--- src/rtl/regbus_capture_reader_pkg.sv ---
// Shared definitions for the capture-core register-bus reader: register map,
// bit positions inside the ctrl/status word, error codes and sequencer states.
package regbus_capture_reader_pkg;

   localparam logic [11:0] ADDR_CTRL = 12'd0;
   localparam logic [11:0] ADDR_SIZ  = 12'd4;
   localparam logic [11:0] ADDR_DATA = 12'd8;

   localparam int STAT_AVAIL   = 2;
   localparam int STAT_RUNNING = 3;

   localparam int CTRL_START    = 0;
   localparam int CTRL_ABORT    = 1;
   localparam int CTRL_TRANS    = 8;
   localparam int CTRL_TPOS_LSB = 16;

   typedef enum logic [1:0] {
      ERR_NONE    = 2'd0,
      ERR_REGERR  = 2'd1,
      ERR_TIMEOUT = 2'd2,
      ERR_ABORTED = 2'd3
   } errcode_t;

   typedef enum logic [2:0] {
      ST_IDLE,
      ST_ARM,
      ST_SIZE,
      ST_POLL,
      ST_GAP,
      ST_DRAIN,
      ST_DRAIN_WAIT,
      ST_ABORT
   } state_t;

   function automatic logic [31:0] ctrl_word(input logic [15:0] tpos, input logic trans,
                                             input logic start, input logic abort);
      logic [31:0] w;
      w = '0;
      w[CTRL_TPOS_LSB +: 16] = tpos;
      w[CTRL_TRANS]          = trans;
      w[CTRL_ABORT]          = abort;
      w[CTRL_START]          = start;
      return w;
   endfunction

endpackage

--- src/rtl/regbus_capture_reader_master_port.sv ---
// Single-outstanding register-bus initiator: issues one request, holds the
// command until ack, and reports completion, error or timeout to the sequencer.
module regbus_master_port
   import regbus_capture_reader_pkg::*;
#(
   parameter int TIMEOUT = 1024
) (
   input  logic        clk,
   input  logic        rst,
   input  logic        req,
   input  logic        wr,
   input  logic [11:0] addr,
   input  logic [31:0] wdata,
   output logic        done,
   output logic        err,
   output logic        timeout,
   output logic [31:0] rdata,
   output logic        regreq,
   output logic        regwr,
   output logic [11:0] regaddr,
   output logic [31:0] regwdata,
   input  logic        regack,
   input  logic        regerr,
   input  logic [31:0] regrdata
);

   logic        pending;
   logic [31:0] wait_cnt;

   // Ack is only honoured while pending, so a stale ack after reset is dropped.
   always_ff @(posedge clk) begin
      if (rst) begin
         pending  <= 1'b0;
         wait_cnt <= '0;
         done     <= 1'b0;
         err      <= 1'b0;
         timeout  <= 1'b0;
         rdata    <= '0;
         regreq   <= 1'b0;
         regwr    <= 1'b0;
         regaddr  <= '0;
         regwdata <= '0;
      end else begin
         regreq  <= 1'b0;
         done    <= 1'b0;
         err     <= 1'b0;
         timeout <= 1'b0;
         if (pending) begin
            if (regack) begin
               pending <= 1'b0;
               done    <= 1'b1;
               err     <= regerr;
               rdata   <= regrdata;
            end else if (wait_cnt == 32'(TIMEOUT - 1)) begin
               pending <= 1'b0;
               done    <= 1'b1;
               timeout <= 1'b1;
            end else begin
               wait_cnt <= wait_cnt + 32'd1;
            end
         end else if (req) begin
            regreq   <= 1'b1;
            regwr    <= wr;
            regaddr  <= addr;
            regwdata <= wdata;
            pending  <= 1'b1;
            wait_cnt <= '0;
         end
      end
   end

endmodule

--- src/rtl/regbus_capture_reader.sv ---
// Sequencer that arms the capture core, reads its size, polls for availability
// and drains the buffer as a 32-bit valid/ready stream.
module regbus_capture_reader
   import regbus_capture_reader_pkg::*;
#(
   parameter int N        = 1,
   parameter int TIMEOUT  = 1024,
   parameter int POLL_GAP = 16
) (
   input  logic        clk,
   input  logic        rst,
   input  logic        start,
   input  logic        abort,
   input  logic        trans,
   input  logic [15:0] tpos,
   output logic        busy,
   output logic        done,
   output logic [1:0]  errcode,
   output logic        regreq,
   output logic        regwr,
   output logic [11:0] regaddr,
   output logic [31:0] regwdata,
   input  logic        regack,
   input  logic        regerr,
   input  logic [31:0] regrdata,
   output logic        out_valid,
   input  logic        out_ready,
   output logic [31:0] out_data,
   output logic        out_last
);

   localparam int WPS = (N + 31) / 32;

   state_t      state;
   logic        mp_req;
   logic        mp_wr;
   logic [11:0] mp_addr;
   logic [31:0] mp_wdata;
   logic        mp_done;
   logic        mp_err;
   logic        mp_timeout;
   logic [31:0] mp_rdata;
   logic        trans_q;
   logic [15:0] tpos_q;
   logic        abort_pend;
   logic        abort_now;
   logic [31:0] remaining;
   logic [15:0] gap_cnt;

   assign abort_now = abort_pend | abort;

   regbus_master_port #(.TIMEOUT(TIMEOUT)) u_port (
      .clk      (clk),
      .rst      (rst),
      .req      (mp_req),
      .wr       (mp_wr),
      .addr     (mp_addr),
      .wdata    (mp_wdata),
      .done     (mp_done),
      .err      (mp_err),
      .timeout  (mp_timeout),
      .rdata    (mp_rdata),
      .regreq   (regreq),
      .regwr    (regwr),
      .regaddr  (regaddr),
      .regwdata (regwdata),
      .regack   (regack),
      .regerr   (regerr),
      .regrdata (regrdata)
   );

   // Each transaction completion is a decision point: errors end the run,
   // a pending abort replaces the next access with the abort write.
   // The gap counter starts at POLL_GAP-3 to absorb the fixed issue latency,
   // so the status-read spacing is exactly POLL_GAP idle cycles (POLL_GAP >= 3).
   always_ff @(posedge clk) begin
      if (rst) begin
         state      <= ST_IDLE;
         busy       <= 1'b0;
         done       <= 1'b0;
         errcode    <= ERR_NONE;
         out_valid  <= 1'b0;
         out_last   <= 1'b0;
         out_data   <= '0;
         mp_req     <= 1'b0;
         mp_wr      <= 1'b0;
         mp_addr    <= '0;
         mp_wdata   <= '0;
         trans_q    <= 1'b0;
         tpos_q     <= '0;
         abort_pend <= 1'b0;
         remaining  <= '0;
         gap_cnt    <= '0;
      end else begin
         mp_req <= 1'b0;
         done   <= 1'b0;
         if (busy && abort) abort_pend <= 1'b1;
         case (state)
            ST_IDLE: if (start) begin
               busy       <= 1'b1;
               errcode    <= ERR_NONE;
               trans_q    <= trans;
               tpos_q     <= tpos;
               abort_pend <= abort;
               mp_req     <= 1'b1;
               mp_wr      <= 1'b1;
               mp_addr    <= ADDR_CTRL;
               mp_wdata   <= ctrl_word(tpos, trans, 1'b1, 1'b0);
               state      <= ST_ARM;
            end
            ST_ARM, ST_SIZE, ST_POLL, ST_DRAIN_WAIT: if (mp_done) begin
               if (mp_err || mp_timeout) begin
                  errcode    <= mp_err ? ERR_REGERR : ERR_TIMEOUT;
                  done       <= 1'b1;
                  busy       <= 1'b0;
                  abort_pend <= 1'b0;
                  state      <= ST_IDLE;
               end else if (abort_now) begin
                  mp_req   <= 1'b1;
                  mp_wr    <= 1'b1;
                  mp_addr  <= ADDR_CTRL;
                  mp_wdata <= ctrl_word(tpos_q, trans_q, 1'b0, 1'b1);
                  state    <= ST_ABORT;
               end else if (state == ST_ARM) begin
                  mp_req  <= 1'b1;
                  mp_wr   <= 1'b0;
                  mp_addr <= ADDR_SIZ;
                  state   <= ST_SIZE;
               end else if (state == ST_SIZE) begin
                  remaining <= mp_rdata * 32'(WPS);
                  mp_req    <= 1'b1;
                  mp_wr     <= 1'b0;
                  mp_addr   <= ADDR_CTRL;
                  state     <= ST_POLL;
               end else if (state == ST_POLL) begin
                  if (!mp_rdata[STAT_AVAIL]) begin
                     gap_cnt <= 16'(POLL_GAP - 3);
                     state   <= ST_GAP;
                  end else if (remaining == 32'd0) begin
                     done       <= 1'b1;
                     busy       <= 1'b0;
                     abort_pend <= 1'b0;
                     state      <= ST_IDLE;
                  end else begin
                     state <= ST_DRAIN;
                  end
               end else begin
                  out_data  <= mp_rdata;
                  out_valid <= 1'b1;
                  out_last  <= (remaining == 32'd1);
                  remaining <= remaining - 32'd1;
                  state     <= ST_DRAIN;
               end
            end
            ST_GAP: begin
               if (abort_now) begin
                  mp_req   <= 1'b1;
                  mp_wr    <= 1'b1;
                  mp_addr  <= ADDR_CTRL;
                  mp_wdata <= ctrl_word(tpos_q, trans_q, 1'b0, 1'b1);
                  state    <= ST_ABORT;
               end else if (gap_cnt == 16'd0) begin
                  mp_req  <= 1'b1;
                  mp_wr   <= 1'b0;
                  mp_addr <= ADDR_CTRL;
                  state   <= ST_POLL;
               end else begin
                  gap_cnt <= gap_cnt - 16'd1;
               end
            end
            ST_DRAIN: begin
               if (out_valid && out_ready) begin
                  out_valid <= 1'b0;
                  if (out_last) begin
                     out_last   <= 1'b0;
                     done       <= 1'b1;
                     busy       <= 1'b0;
                     abort_pend <= 1'b0;
                     state      <= ST_IDLE;
                  end
               end else if (abort_now) begin
                  out_valid <= 1'b0;
                  out_last  <= 1'b0;
                  mp_req    <= 1'b1;
                  mp_wr     <= 1'b1;
                  mp_addr   <= ADDR_CTRL;
                  mp_wdata  <= ctrl_word(tpos_q, trans_q, 1'b0, 1'b1);
                  state     <= ST_ABORT;
               end else if (!out_valid) begin
                  mp_req  <= 1'b1;
                  mp_wr   <= 1'b0;
                  mp_addr <= ADDR_DATA;
                  state   <= ST_DRAIN_WAIT;
               end
            end
            ST_ABORT: if (mp_done) begin
               errcode    <= ERR_ABORTED;
               done       <= 1'b1;
               busy       <= 1'b0;
               abort_pend <= 1'b0;
               state      <= ST_IDLE;
            end
            default: state <= ST_IDLE;
         endcase
      end
   end

endmodule
--- config.mk ---
export PLATFORM = sky130hd
export DESIGN_NAME = regbus_capture_reader
export DESIGN_NICKNAME = d
export VERILOG_FILES = /design/src/rtl/regbus_capture_reader_pkg.sv /design/src/rtl/regbus_capture_reader_master_port.sv /design/src/rtl/regbus_capture_reader.sv
export SDC_FILE = /design/constraint.sdc
export NUM_CORES = 1
export LEC_CHECK = 0
export ABC_AREA = 1
export ABC_CLOCK_PERIOD_IN_PS = 5700
export CORE_ASPECT_RATIO = 1.75
export CORE_MARGIN = 5
export CORE_UTILIZATION = 66
export DETAILED_ROUTE_END_ITERATION = 7
export DONT_BUFFER_PORTS = 1
export HOLD_SLACK_MARGIN = 0.12
export PLACE_DENSITY = 0.87
export SLEW_MARGIN = 20
export SYNTH_ARGS = -nofsm -noshare
export SYNTH_HDL_FRONTEND = slang
export SYNTH_SLANG_ARGS = --single-unit
--- constraint.sdc ---
create_clock -name clk -period 5.7 [get_ports clk]
set_input_delay 1.425 -clock clk [delete_from_list [all_inputs] [get_ports clk]]
set_output_delay 1.425 -clock clk [all_outputs]
set_load 0.05 [all_outputs]
==> results.md, run 1 <==
* R2R depth at 10
* Insertion delay to the later sink of the worst-skew pair at 0.50 ns
* GRT overflow at 0
* Placed Area at 11,000 µm²
* Reg2reg end: gap_cnt[2]$_SDFFE_PP0P_
* Vias in the first global route at 10,370
* Yosys warns at 0
* CTS tree: built
* Remaining DRCs at 0
* Post-Route Skew at 0.01011 ns
* Unrepaired setup endpoints after global routing: no
* Post-CTS Resized at 0
* Post-synth top area cell: dfxtp_1
* CTS Buf Count at 21
* Critical path, cell by cell: inv_1 -> nand2_1 -> nor2_2 -> nand4_2 -> inv_2 -> o21ai_0 -> a21oi_1
* RD Place Congestion at 0.9919
* Yosys cell types at 36
* Yosys top cell area share at 39.91%
* Setup CP Type: in2reg
* Hold path cells at 2
* Routed wire length at 30.43 mm
* Antenna violations before repair at 1
* First-pass GRT wire length at 49.65 mm
* Synthesis-to-finish area growth at 5.464%
* Detail-routed via count per cell at 5.656
* Worst EP required at 6.12 ns
* Sequential Area at 4424 µm²
* Final #Nets at 1,739
* Final instance area at 11,690 µm²
* Synth Register Bits at 221
* Post-Syn Instances at 1,726
* Top delay family on crit path: buffers and inverters
* Via Count at 10,850
* P_leak at 0.004890 µW
* Outcome: finished, final reports clean
* Reg-to-reg startpoint: state[2]$_SDFFE_PP0P_
* All-Layer GR Usage at 30.82%
* Tmin final at 2.815 ns
* Synth Cell Area at 11,080 µm²
* Min-delay src: mp_wdata[27]$_SDFFE_PP0P_
* Final worst slack at 2.885 ns
* Max-slew violation count at 0
* Layout cell share with drive strength beyond 1 at 3.483%
* Port Buf Inserts at 0
* Initial DRC Count at 791
* Final setup viols at 0
* IO Count at 140
* Fin util at 71.08%
* Final HPWL DP at 21.58 mm
* Area of the multi-input gates at 5674 µm²
* Worst EP arrival at 3.24 ns
* Clk root buf: clkbuf_16
* Clock Tree Buf Depth at 3
* CTS sink cnt at 221
* Hold_buf cts at 0
* # fillers at 1,508
* Die area at 19,590 µm²
* Leading cell type in the layout, fill and taps excluded: nand2_1
* FP Rows at 62
* Starting density of the core at 67.40%
* Max Cap Viol at 0
* Most frequent cells in the layout: 454 x nand2_1, 252 x nor2_1, 221 x dfxtp_1
* Post-synth EDFFs at 0
* DR WL/cell at 15.86 µm
* Final hold violation count at 0
* Total negative slack at 0 ns
* Maximum clock rate at 355.2 MHz
* Largest net degree at the start of global routing at 102
* Place WS at 2.402 ns
* Peak supply drop at 341.9 µV
* Total Power at 4884 µW
* Sequential area share after synthesis at 39.91%
* Synth Flop Type: dfxtp_1
* Postcts setup bufs at 0
* Pwr per Cell Area at 417.8 nW/µm²
* WP depth at 7
* Synth area leaders: dfxtp_1 40%, nand2_1 15%, a21oi_1 8.9%
* R2R Setup Slk at 2.90 ns
* CP Launch Type: primary input
* Core Box Area at 16,450 µm²
* Slowest-stage cell, CP: inv_2
* H-tree levels at 1
* DRT antenna net count at 0
* Worst Hold Class: reg2reg
* Die X at 108.0 µm
* Max stage delay on crit path at 0.71 ns
* Avg Inst Size Synth at 6.422 µm²
* Die Ht at 181.4 µm
* Part of the cycle the worst path needs at 49.39%
* Slew margin rel. at 29.29%
* Slew @ Worst Pin at 1.057 ns
* Pre-antenna DRT Iters at 7
* Critical path capture point type: flop
* Clock-pin slew on the worst setup and hold paths at 0.07 ns
* Count of buffer and inverter cells on the critical path at 2
* Async SR Flop Fraction at 0%
* Hold endpoint: u_port.regwdata[27]$_SDFFE_PP0P_
* Crit Path Max Fanout at 60
layer usage:
layer	wire (µm)	vias up	global-route usage, %
met4	1939	0	18.10
met1	10930	4966	33.16
met3	1745	115	4.478
met2	15810	365	55.91
met5	0	-	0
li1	-	5408	-
power breakdown:
group	leakage, µW	switching [µW]	total, µW	internal (µW)
combinational	0.00277	1100	1510	415
sequential	0.00179	250	2000	1750
clock	0.000328	588	1370	781
total	0.00489	1930	4880	2950
worst max path at each step:
| stage | start | end | slack [ns] |
|---|---|---|---|
| after floorplan | abort | remaining[10]$_SDFFE_PP0P_ | 3.11 |
| after global placement | abort | out_data[7]$_SDFFE_PP0P_ | 2.51 |
| after detailed placement | abort | out_data[18]$_SDFFE_PP0P_ | 2.40 |
| after CTS | abort | out_data[18]$_SDFFE_PP0P_ | 2.91 |
| after global routing | state[2]$_SDFFE_PP0P_ | gap_cnt[15]$_SDFFE_PP0P_ | 2.63 |
| final | abort | out_data[18]$_SDFFE_PP0P_ | 2.88 |
cell usage after synthesis, types with 2 or more instances:
cell      instances
nand2_1         456
nor2_1          253
dfxtp_1         221
a21oi_1         198
inv_1           152
o21ai_0         133
nand3_1         120
clkbuf_1         48
buf_4            27
nand4_1          20
buf_2            17
xor2_1           17
o21ai_1           8
xnor2_1           8
inv_2             6
buf_1             5
ha_1              4
nand3b_1          4
nor3_1            4
nand2_2           3
nor2_2            3
nor3b_1           2
nor4_1            2
o211ai_1          2
o22ai_1           2
layout make-up:
| cell class | count | share of cell area (%) |
|---|---|---|
| inverters | 159 | 5.116 |
| well taps | 224 | 2.398 |
| clock buffers | 30 | 5.127 |
| flip-flops and latches | 221 | 37.85 |
| multi-input cells | 1271 | 48.54 |
| clock inverters | 8 | 0.6315 |
| repair buffers | 5 | 0.3211 |
| diodes | 1 | 0.02141 |
worst min-delay path, delay by kind of cell (launching register included):
kind          cells  cell delay (ns)
flops             1             0.31
simple gates      2             0.10
flip-flops by register name (all words and copies together) (netlist names), 2 cells and up:
signal           count
out_data            32
remaining           32
u_port.rdata        32
u_port.wait_cnt     32
mp_wdata            19
u_port.regwdata     19
gap_cnt             16
tpos_q              16
state                3
errcode              2
mp_addr              2
u_port.regaddr       2
through the flow:
step,hold WS [ns],std cells
finish,0.4458,1919
global route,0.4686,1919
CTS,0.4466,1918
detailed placement,0.4304,1880
global placement,0.4281,1880
floorplan,0.4136,1748
kinds of logic (layout without fill, tap and decap cells):
kind of cell	after synthesis	in the layout	synth area share [%]
AO/OA/AOI/OAI	347	347	15.83
XOR/XNOR	25	25	1.975
adder cells (fa/ha/maj)	4	4	0.4515
buffers and inverters	256	202	9.775
flip-flops	221	221	39.91
other	1	24	0.03383
AND/OR/NAND/NOR	872	872	32.02
Note: power is estimated with default switching activity, not from simulation.
==> run 2, diff against run 1 <==
--- a/config.mk
+++ b/config.mk
@@ -6,14 +6,14 @@
 export NUM_CORES = 1
 export LEC_CHECK = 0
 export ABC_AREA = 1
-export ABC_CLOCK_PERIOD_IN_PS = 5700
+export ABC_CLOCK_PERIOD_IN_PS = 2560
 export CORE_ASPECT_RATIO = 1.75
 export CORE_MARGIN = 5
-export CORE_UTILIZATION = 66
+export CORE_UTILIZATION = 58
 export DETAILED_ROUTE_END_ITERATION = 7
 export DONT_BUFFER_PORTS = 1
 export HOLD_SLACK_MARGIN = 0.12
-export PLACE_DENSITY = 0.87
+export PLACE_DENSITY = 0.81
 export SLEW_MARGIN = 20
 export SYNTH_ARGS = -nofsm -noshare
 export SYNTH_HDL_FRONTEND = slang
==> constraint.sdc (replaced) <==
create_clock -name clk -period 2.56 [get_ports clk]
set_input_delay 0.64 -clock clk [delete_from_list [all_inputs] [get_ports clk]]
set_output_delay 0.64 -clock clk [all_outputs]
set_load 0.05 [all_outputs]
==> results.md, run 2 (synthesis gave the netlist of run 1 again) <==
* Outcome: finished, final reports clean (unchanged)
* R2R Setup Slk at 0.45 ns (was 2.90 ns)
* Top Metal Used: met4 (unchanged)
* Reg2reg end: gap_cnt[14]$_SDFFE_PP0P_ (was gap_cnt[2]$_SDFFE_PP0P_)
* Reg-to-reg startpoint: gap_cnt[0]$_SDFFE_PP0P_ (was state[2]$_SDFFE_PP0P_)
* First-pass GRT wire length at 49.76 mm (was 49.65 mm)
* Met2 wire len at 16.23 mm (was 15.81 mm)
* Hold endpoint: mp_wdata[23]$_SDFFE_PP0P_ (was u_port.regwdata[27]$_SDFFE_PP0P_)
* Clock-pin slew on the worst setup and hold paths at 0.07 ns (about the same)
* Part of the cycle the worst path needs at 82.46%
* Final HPWL DP at 22.76 mm (was 21.58 mm)
* Die X at 114.5 µm (was 108.0 µm)
* Largest net degree at the start of global routing at 102 (unchanged)
* Most frequent cells in the layout: 455 x nand2_1, 252 x nor2_1, 221 x dfxtp_1 (was 454 x nand2_1, 252 x nor2_1, 221 x dfxtp_1)
* Pre-antenna DRT Iters at 6 (was 7)
* Routed wire length at 30.74 mm (was 30.43 mm)
* CTS sink cnt at 221 (unchanged)
* Starting density of the core at 58.25% (was 67.40%)
* Clock Tree Buf Depth at 3 (unchanged)
* Maximum clock rate at 473.7 MHz
* Hold_buf cts at 0 (unchanged)
* Remaining DRCs at 0 (unchanged)
* Core Box Area at 19,030 µm² (was 16,450 µm²)
* CTS tree: built (unchanged)
* Tmin final at 2.111 ns
* DR WL/cell at 15.73 µm (was 15.86 µm)
* CP Launch Type: flop (was primary input)
* Clk root buf: clkbuf_16 (unchanged)
* Final #Nets at 1,760 (was 1,739)
* Port Buf Inserts at 0 (unchanged)
* Unrepaired setup endpoints after global routing: no (unchanged)
* RD Place Congestion at 0.9866 (was 0.9919)
* Final hold violation count at 0 (unchanged)
* Via Count at 10,770 (was 10,850)
* Worst EP required at 2.95 ns (was 6.12 ns)
* Slew margin rel. at 56.83% (was 29.29%)
* Final setup viols at 0 (unchanged)
* Met3 WL post-DR at 1.698 mm (was 1.745 mm)
* Hold path cells at 1 (was 2)
* Detail-routed via count per cell at 5.513 (was 5.656)
* Max Cap Viol at 0 (unchanged)
* CTS Buf Count at 21 (unchanged)
* Worst Hold Class: in2reg (was reg2reg)
* Die area at 22,080 µm² (was 19,590 µm²)
* P_leak at 0.005028 µW (was 0.004890 µW)
* Met1 WL at 11.14 mm (was 10.93 mm)
* IO Count at 140 (unchanged)
* Die Ht at 192.9 µm (was 181.4 µm)
* Crit Path Max Fanout at 11 (was 60)
* Vias in the first global route at 10,120 (was 10,370)
* Placed Cells incl. Taps at 1,918 (was 1,880)
* Post-Route Skew at 0.01155 ns (was 0.01011 ns)
* Insertion delay to the later sink of the worst-skew pair at 0.50 ns (about the same)
* # diodes at 0 (was 1)
* Worst EP arrival at 2.50 ns (was 3.24 ns)
* DRT antenna net count at 0 (unchanged)
* Synthesis-to-finish area growth at 7.868% (was 5.464%)
* H-tree levels at 1 (unchanged)
* Pwr per Cell Area at 935.8 nW/µm² (was 417.8 nW/µm²)
* Total negative slack at 0 ns (unchanged)
* Final Instance Count excl. Fillers at 1,954 (was 1,919)
* Initial DRC Count at 666 (was 791)
* R2R depth at 10 (unchanged)
* # fillers at 1,756 (was 1,508)
* Peak supply drop at 919.6 µV (was 341.9 µV)
* FP Rows at 67 (was 62)
* All-Layer GR Usage at 27.64% (was 30.82%)
* Critical path capture point type: flop (unchanged)
* GRT overflow at 0 (unchanged)
* Setup CP Type: reg2reg (was in2reg)
* Postcts setup bufs at 0 (unchanged)
* Slew @ Worst Pin at 0.6466 ns (was 1.057 ns)
* Post-CTS Resized at 0 (unchanged)
* Leading cell type in the layout, fill and taps excluded: nand2_1 (unchanged)
* Antenna violations before repair at 0 (was 1)
* Min-delay src: rst (was mp_wdata[27]$_SDFFE_PP0P_)
* Layout cell share with drive strength beyond 1 at 4.553% (was 3.483%)
* Max-slew violation count at 0 (unchanged)
-- run 2: cell count changes in the layout (fill, tap and decap cells not counted) --
cell,delta
buf_4,+16
buf_12,+5
bufinv_16,+2
clkinv_2,-2
clkbuf_1,-1
diode_2,-1
inv_6,-1
nand2_1,+1
nand2_2,-1
o21ai_2,+1
o21ai_4,-1
-- run 2: per-layer routing --
metal	track usage, %	vias up
met4	13.67	0
li1	-	5446
met3	3.703	93
met5	0	-
met2	51.30	337
met1	30.18	4897
-- run 2: report_power, final --
group | internal, µW | leakage (µW) | switching [µW]
registers | 3910 | 0.00179 | 553
clock network | 1930 | 0.000343 | 1300
logic | 1030 | 0.00289 | 2470
-- run 2: how the worst max path moves through the flow --
stage                                                from                                to  slack [ns]  cells after the start
after floorplan                                     abort        remaining[10]$_SDFFE_PP0P_        0.75                      8
after global placement                              abort         remaining[3]$_SDFFE_PP0P_        0.35                      9
after detailed placement                            abort         remaining[4]$_SDFFE_PP0P_        0.33                      9
after CTS                           state[2]$_SDFFE_PP0P_          mp_wdata[1]$_SDFFE_PP0P_        0.48                      9
after global routing      u_port.wait_cnt[0]$_SDFFE_PP0P_  u_port.wait_cnt[18]$_SDFFE_PP0P_        0.21                     11
final                             gap_cnt[0]$_SDFFE_PP0P_          gap_cnt[14]$_SDFFE_PP0P_        0.45                     10
-- run 2: area by class of cell --
cell class	count	area, µm²	area share (%)
Inverter	159	598.1	5.002
Clock buffer	29	595.6	4.981
Multi-Input combinational cell	1271	5664	47.37
Sequential cell	221	4424	37.00
Tap cell	241	301.5	2.522
Clock inverter	7	115.1	0.9627
Timing Repair Buffer	26	257.7	2.156
-- run 2: per-stage QoR --
stage	hold slack [ns]	instance area (µm²)	power, µW	util [%]	setup WS (ns)
floorplan	0.4136	11170	7173	-	0.7501
CTS	0.2130	11960	11230	62.83	0.4783
detailed placement	0.4338	11250	7995	59.10	0.3317
global placement	0.4289	11250	7937	59.10	0.3460
global route	0.2160	11960	11920	62.83	0.2133
finish	0.2369	11960	11190	62.83	0.4489
-- run 2: critical path, stage by stage (launching register included) --
cell	delay (ns)
dfxtp_1	0.32
inv_1	0.14
ha_1	0.33
nand2_1	0.17
nor2_2	0.23
nand4_1	0.21
nand2_1	0.18
buf_4	0.20
nor2_1	0.05
a21oi_1	0.12
nor2_1	0.05
